<file path="config.mk">
export PLATFORM = sky130hd
export DESIGN_NAME = alu_uart_interface
export DESIGN_NICKNAME = d
export VERILOG_FILES = /design/src/rtl/alu_uart_interface_pkg.sv /design/src/rtl/alu_uart_interface.sv
export SDC_FILE = /design/constraint.sdc
export NUM_CORES = 1
export LEC_CHECK = 0
export ABC_AREA = 1
export BUFFER_PORTS_ARGS = -buffer_cell sky130_fd_sc_hd__buf_2
export CORE_MARGIN = 2
export CORE_UTILIZATION = 45
export DETAILED_ROUTE_END_ITERATION = 10
export PLACE_DENSITY = 0.83
export RECOVER_POWER = 100
export SKIP_LAST_GASP = 1
export SLEW_MARGIN = 0
export SYNTH_ARGS = -nofsm -noshare
export SYNTH_HDL_FRONTEND = slang
export SYNTH_SLANG_ARGS = --single-unit
export TNS_END_PERCENT = 10
</file>
<file path="constraint.sdc">
create_clock -name i_clk -period 1.4 [get_ports i_clk]
set_input_delay 0.14 -clock i_clk [delete_from_list [all_inputs] [get_ports i_clk]]
set_output_delay 0.14 -clock i_clk [all_outputs]
set_load 0.05 [all_outputs]
</file>
<file path="src/rtl/alu_uart_interface_pkg.sv">
// rtl/alu_uart_interface_pkg.sv - FSM state encodings and ALU opcodes shared by the sequencer, the ALU and the bench.
package alu_uart_interface_pkg;

  typedef enum logic [2:0] {
    S_DATA_1  = 3'd0,
    S_DATA_2  = 3'd1,
    S_OPCODE  = 3'd2,
    S_EXEC    = 3'd3,
    S_SEND    = 3'd4,
    S_WAIT_TX = 3'd5
  } state_t;

  localparam logic [5:0] OP_ADD = 6'b100000;
  localparam logic [5:0] OP_SUB = 6'b100010;
  localparam logic [5:0] OP_AND = 6'b100100;
  localparam logic [5:0] OP_OR  = 6'b100101;
  localparam logic [5:0] OP_XOR = 6'b100110;
  localparam logic [5:0] OP_NOR = 6'b100111;
  localparam logic [5:0] OP_SRL = 6'b000010;
  localparam logic [5:0] OP_SRA = 6'b000011;

endpackage

</file>
<file path="src/rtl/alu_uart_interface.sv">
// rtl/alu_uart_interface.sv - collects operand/operand/opcode bytes from the UART receiver,
// holds them on the ALU inputs and hands the captured result to the UART transmitter.
module alu_uart_interface
  import alu_uart_interface_pkg::*;
#(
  parameter int NB_DATA = 8,
  parameter int NB_OP   = 6
) (
  input  logic               i_clk,
  input  logic               i_reset,
  input  logic [NB_DATA-1:0] i_rx_data,
  input  logic               i_rx_done,
  input  logic               i_tx_done,
  input  logic [NB_DATA-1:0] i_alu_result,
  output logic [NB_DATA-1:0] o_alu_data_1,
  output logic [NB_DATA-1:0] o_alu_data_2,
  output logic [NB_OP-1:0]   o_alu_op,
  output logic [NB_DATA-1:0] o_tx_data,
  output logic               o_tx_start,
  output logic               o_busy,
  output logic               o_rx_dropped
);

  state_t               r_state;
  state_t               w_next_state;
  logic [NB_DATA-1:0]   r_data_1;
  logic [NB_DATA-1:0]   r_data_2;
  logic [NB_OP-1:0]     r_op;
  logic [NB_DATA-1:0]   r_tx_data;
  logic                 r_rx_dropped;
  logic                 w_busy;
  logic                 w_unused_rx_bits;

  // Opcode bytes carry spare upper bits that are deliberately discarded.
  assign w_unused_rx_bits = ^i_rx_data[NB_DATA-1:NB_OP];

  always_comb begin
    w_next_state = r_state;
    case (r_state)
      S_DATA_1:  if (i_rx_done) w_next_state = S_DATA_2;
      S_DATA_2:  if (i_rx_done) w_next_state = S_OPCODE;
      S_OPCODE:  if (i_rx_done) w_next_state = S_EXEC;
      S_EXEC:    w_next_state = S_SEND;
      S_SEND:    w_next_state = S_WAIT_TX;
      S_WAIT_TX: if (i_tx_done) w_next_state = S_DATA_1;
      default:   w_next_state = S_DATA_1;
    endcase
  end

  assign w_busy = (r_state == S_EXEC) || (r_state == S_SEND) || (r_state == S_WAIT_TX);

  always_ff @(posedge i_clk) begin
    if (i_reset) begin
      r_state      <= S_DATA_1;
      r_data_1     <= '0;
      r_data_2     <= '0;
      r_op         <= '0;
      r_tx_data    <= '0;
      r_rx_dropped <= 1'b0;
    end else begin
      r_state <= w_next_state;
      case (r_state)
        S_DATA_1: if (i_rx_done) r_data_1 <= i_rx_data;
        S_DATA_2: if (i_rx_done) r_data_2 <= i_rx_data;
        S_OPCODE: if (i_rx_done) r_op <= i_rx_data[NB_OP-1:0];
        S_EXEC:   r_tx_data <= i_alu_result;
        default:  ;
      endcase
      // Bytes arriving while a result is in flight are lost; flag it until reset.
      if (i_rx_done && w_busy) r_rx_dropped <= 1'b1;
    end
  end

  assign o_alu_data_1 = r_data_1;
  assign o_alu_data_2 = r_data_2;
  assign o_alu_op     = r_op;
  assign o_tx_data    = r_tx_data;
  assign o_tx_start   = (r_state == S_SEND);
  assign o_busy       = w_busy;
  assign o_rx_dropped = r_rx_dropped;

endmodule

</file>
==> impl_metrics.prom <==
# TYPE chip_impl_metric gauge
chip_impl_metric{name="postPlaceCellArea",unit="mm2"} 0.00158
chip_impl_metric{name="io_buffers",unit=""} 52
chip_impl_metric{name="cp.required",unit="ns"} 1.26
chip_impl_metric{name="die_x",unit="um"} 57.2
chip_impl_metric{name="synth-seq-area-share",unit="%"} 53.4
chip_impl_info{name="cell_type_with_the_highest_aggregate_area_in_the_netlist",value="sky130_fd_sc_hd__dfxtp_1"} 1
chip_impl_metric{name="critPathArrivalTime",unit="ns"} 1.21
chip_impl_metric{name="fin_hold_ws",unit="ns"} 0.0399
chip_impl_info{name="hold_class",value="in -> reg"} 1
chip_impl_metric{name="first_pass_grt_wire_length",unit="um"} 4960
chip_impl_info{name="mostFrequentLayoutCells",value="sky130_fd_sc_hd__buf_2, sky130_fd_sc_hd__nor2_1, sky130_fd_sc_hd__dfxtp_1, sky130_fd_sc_hd__o21ai_0, sky130_fd_sc_hd__nand2_1"} 1
chip_impl_metric{name="worstPathBufferInverterCount",unit=""} 1
chip_impl_info{name="end_kind",value="output port"} 1
chip_impl_metric{name="clk_slew_on_worst_s_h_paths",unit="ns"} 0.10
chip_impl_metric{name="ctsHtreeMaxLevel",unit=""} 2
chip_impl_metric{name="syn-mean-instance-area",unit="um2"} 7.67
chip_impl_metric{name="ant_nets",unit=""} 0
chip_impl_metric{name="synth_seq_cells",unit=""} 34
chip_impl_info{name="largest_cells_by_area_after_synthesis",value="sky130_fd_sc_hd__dfxtp_1, sky130_fd_sc_hd__nor2_1, sky130_fd_sc_hd__o21ai_0, sky130_fd_sc_hd__nand3_1, sky130_fd_sc_hd__nand2_1"} 1
chip_impl_metric{name="floorplan.die_area",unit="mm2"} 0.00327
chip_impl_metric{name="route.detailed.wl_per_inst",unit="um"} 11.8
chip_impl_metric{name="clock_insertion_delay_worst_skew",unit="ns"} 0.34
chip_impl_metric{name="cts-root-to-sink-buffers",unit=""} 2
chip_impl_metric{name="max_freq",unit="MHz"} 740
chip_impl_info{name="cts_tree",value="done"} 1
chip_impl_metric{name="design.core.area",unit="mm2"} 0.00273
chip_impl_metric{name="pwr_density_cell",unit="mW/mm2"} 1340
chip_impl_metric{name="standard_cell_row_count",unit=""} 19
chip_impl_metric{name="finished_core_util",unit="%"} 62.8
chip_impl_metric{name="timing_worst_slew_pin_value",unit="ns"} 0.284
chip_impl_metric{name="length_of_the_first_detailed_routing_pass_in_iterations",unit=""} 4
chip_impl_metric{name="floorplan.initialDensity",unit="%"} 46.6
chip_impl_metric{name="layout.cells.non_filler",unit=""} 256
chip_impl_metric{name="clock-sinks",unit=""} 34
chip_impl_metric{name="finalMaxSlewViolations",unit=""} 0
chip_impl_metric{name="yosys.area.top_type_share",unit="%"} 53.4
chip_impl_metric{name="timing.final.hold_violations",unit=""} 0
chip_impl_metric{name="route.detailed.drc",unit=""} 0
chip_impl_metric{name="die-height",unit="um"} 57.2
chip_impl_info{name="critical_path_cell_by_cell",value="nor2_4 > nand2_4 > nand3_4 > buf_8"} 1
chip_impl_metric{name="p_total",unit="mW"} 2.30
chip_impl_metric{name="min_period_over_period",unit="%"} 96.5
chip_impl_metric{name="max_cap_viol_count",unit=""} 0
chip_impl_metric{name="place_worst_setup_slack",unit="ns"} 0.190
chip_impl_info{name="cts.root.buffer_cell",value="sky130_fd_sc_hd__clkbuf_4"} 1
chip_impl_info{name="worstSetupPathType",value="reg -> out"} 1
chip_impl_metric{name="postLayoutCellArea",unit="mm2"} 0.00172
chip_impl_metric{name="setup_total_negative_slack",unit="ns"} 0
chip_impl_metric{name="total_nets_after_synthesis",unit=""} 186
chip_impl_metric{name="n_antenna_cell",unit=""} 0
chip_impl_metric{name="pin_count_of_the_biggest_net_entering_global_routing",unit=""} 17
chip_impl_metric{name="irDropWorstVdd",unit="uV"} 901
chip_impl_metric{name="fin_nets",unit=""} 244
chip_impl_metric{name="wirelength",unit="um"} 3020
chip_impl_info{name="cpMaxStageDelayCell",value="sky130_fd_sc_hd__dfxtp_4"} 1
chip_impl_metric{name="setup-violations-final",unit=""} 0
chip_impl_info{name="critPathTopFamily",value="flip-flops"} 1
chip_impl_metric{name="post_synth_num_cell_types",unit=""} 16
chip_impl_metric{name="max_slew_margin",unit="%"} 81.0
chip_impl_metric{name="detail_route.iter0.violations",unit=""} 34
chip_impl_metric{name="synthesis.instances",unit=""} 166
chip_impl_metric{name="post-route-worst-setup-slack",unit="ns"} 0.0492
chip_impl_metric{name="drive_above_1_share",unit="%"} 35.6
chip_impl_metric{name="overall_global_routing_resource_usage",unit="%"} 19.7
chip_impl_info{name="final_common_cell",value="sky130_fd_sc_hd__buf_2"} 1
chip_impl_info{name="worst_setup_path_start_kind",value="flop"} 1
chip_impl_metric{name="finalWorstPathRequiredPeriod",unit="ns"} 1.35
chip_impl_metric{name="p_leak",unit="nW"} 0.823
chip_impl_metric{name="grt_overflow",unit=""} 0
chip_impl_metric{name="critPathMaxStageDelay",unit="ns"} 0.40
chip_impl_metric{name="dp.cells",unit=""} 247
chip_impl_metric{name="grt_pass1_vias",unit=""} 1164
chip_impl_metric{name="crit_path_max_fanout",unit=""} 6
chip_impl_metric{name="mappedNetlistArea",unit="mm2"} 0.00127
chip_impl_metric{name="synth.yosys.warnings",unit=""} 0
chip_impl_metric{name="grt_antenna_before_repair",unit=""} 0
chip_impl_metric{name="worst_clock_skew",unit="ns"} 0.00711
chip_impl_metric{name="synthToLayoutAreaGrowth",unit="%"} 34.8
chip_impl_metric{name="detailed_place_hpwl",unit="um"} 2170
chip_impl_metric{name="avgViaCountPerCell",unit=""} 4.84
chip_impl_metric{name="vias",unit=""} 1238
chip_impl_metric{name="cts-buffers-inserted",unit=""} 5
chip_impl_info{name="outcome",value="finished clean"} 1
chip_impl_metric{name="finalWeightedCongestion",unit=""} 0.880
chip_impl_metric{name="boundaryPins",unit=""} 53
[cell families after synthesis]
family	count (synthesis)	share of synthesized area, %
AO/OA/AOI/OAI	34	13.5
flip-flops	34	53.4
buffers and inverters	15	4.72
AND/OR/NAND/NOR	83	28.4
[final timing paths]
| path | slack, ns | startpoint | endpoint | depth (start not counted) |
|---|---|---|---|---|
| min | 0.04 | i_alu_result[5] | o_tx_data[5] | 3 |
| max reg2reg | 0.21 | r_state[1] | o_alu_data_1[4] | 6 |
| min reg2reg | 0.46 | o_alu_data_2[7] | o_alu_data_2[7] | 2 |
| max | 0.05 | r_state[1] | o_busy | 4 |
[sequential cells by signal, summed over array words and instances, names as in the netlist]
name          cells
o_alu_data_1      8
o_alu_data_2      8
o_tx_data         8
o_alu_op          6
r_state           3
o_rx_dropped      1
[cell type report]
class                      instances  area (um2)
clock inverter                     1        5.00
tap                               31        38.8
inverter                          11        41.3
multi-input combinational        117         573
clock buffer                       7        55.1
sequential                        34         692
fill                             268        1020
timing repair buffer              55         312
[metal layers]
metal  vias up  part of all wire [%]  track usage [%]  wire (um)
met2        32                    48             32.0       1450
met5         -                     0                0          0
li1        655                     -                -          -
met4         0                   1.4             7.97         41
met3         7                   4.4             6.35        133
met1       544                    46             24.1       1390
[cell usage after synthesis]
master / n
sky130_fd_sc_hd__a21oi_1: 10
sky130_fd_sc_hd__a31oi_1: 1
sky130_fd_sc_hd__buf_4: 1
sky130_fd_sc_hd__clkbuf_1: 3
sky130_fd_sc_hd__dfxtp_1: 34
sky130_fd_sc_hd__inv_1: 7
sky130_fd_sc_hd__inv_2: 4
sky130_fd_sc_hd__nand2_1: 15
sky130_fd_sc_hd__nand2_2: 2
sky130_fd_sc_hd__nand3_1: 12
sky130_fd_sc_hd__nand3_2: 1
sky130_fd_sc_hd__nand4_1: 2
sky130_fd_sc_hd__nor2_1: 48
sky130_fd_sc_hd__nor2_4: 2
sky130_fd_sc_hd__nor3b_1: 1
sky130_fd_sc_hd__o21ai_0: 23
[worst min-delay path, cell delays in order]
cell	delay, ns
sky130_fd_sc_hd__buf_2	0.07
sky130_fd_sc_hd__o21ai_0	0.07
sky130_fd_sc_hd__nor2_1	0.07
[power breakdown]
group          switching, mW  total, mW  internal (mW)
Clock                  0.320      0.563          0.243
Sequential            0.0584       1.10           1.05
Combinational          0.460      0.635          0.176
Total                  0.838       2.30           1.47
[timing repair]
action	4_1_cts	5_1_grt
hold buffers	0	0
pin swaps	0	2
setup endpoints to repair	2	2
gates resized for setup	9	12
buffers inserted	0	1
gates cloned	0	0
Note: power is estimated with default switching activity, not from simulation.
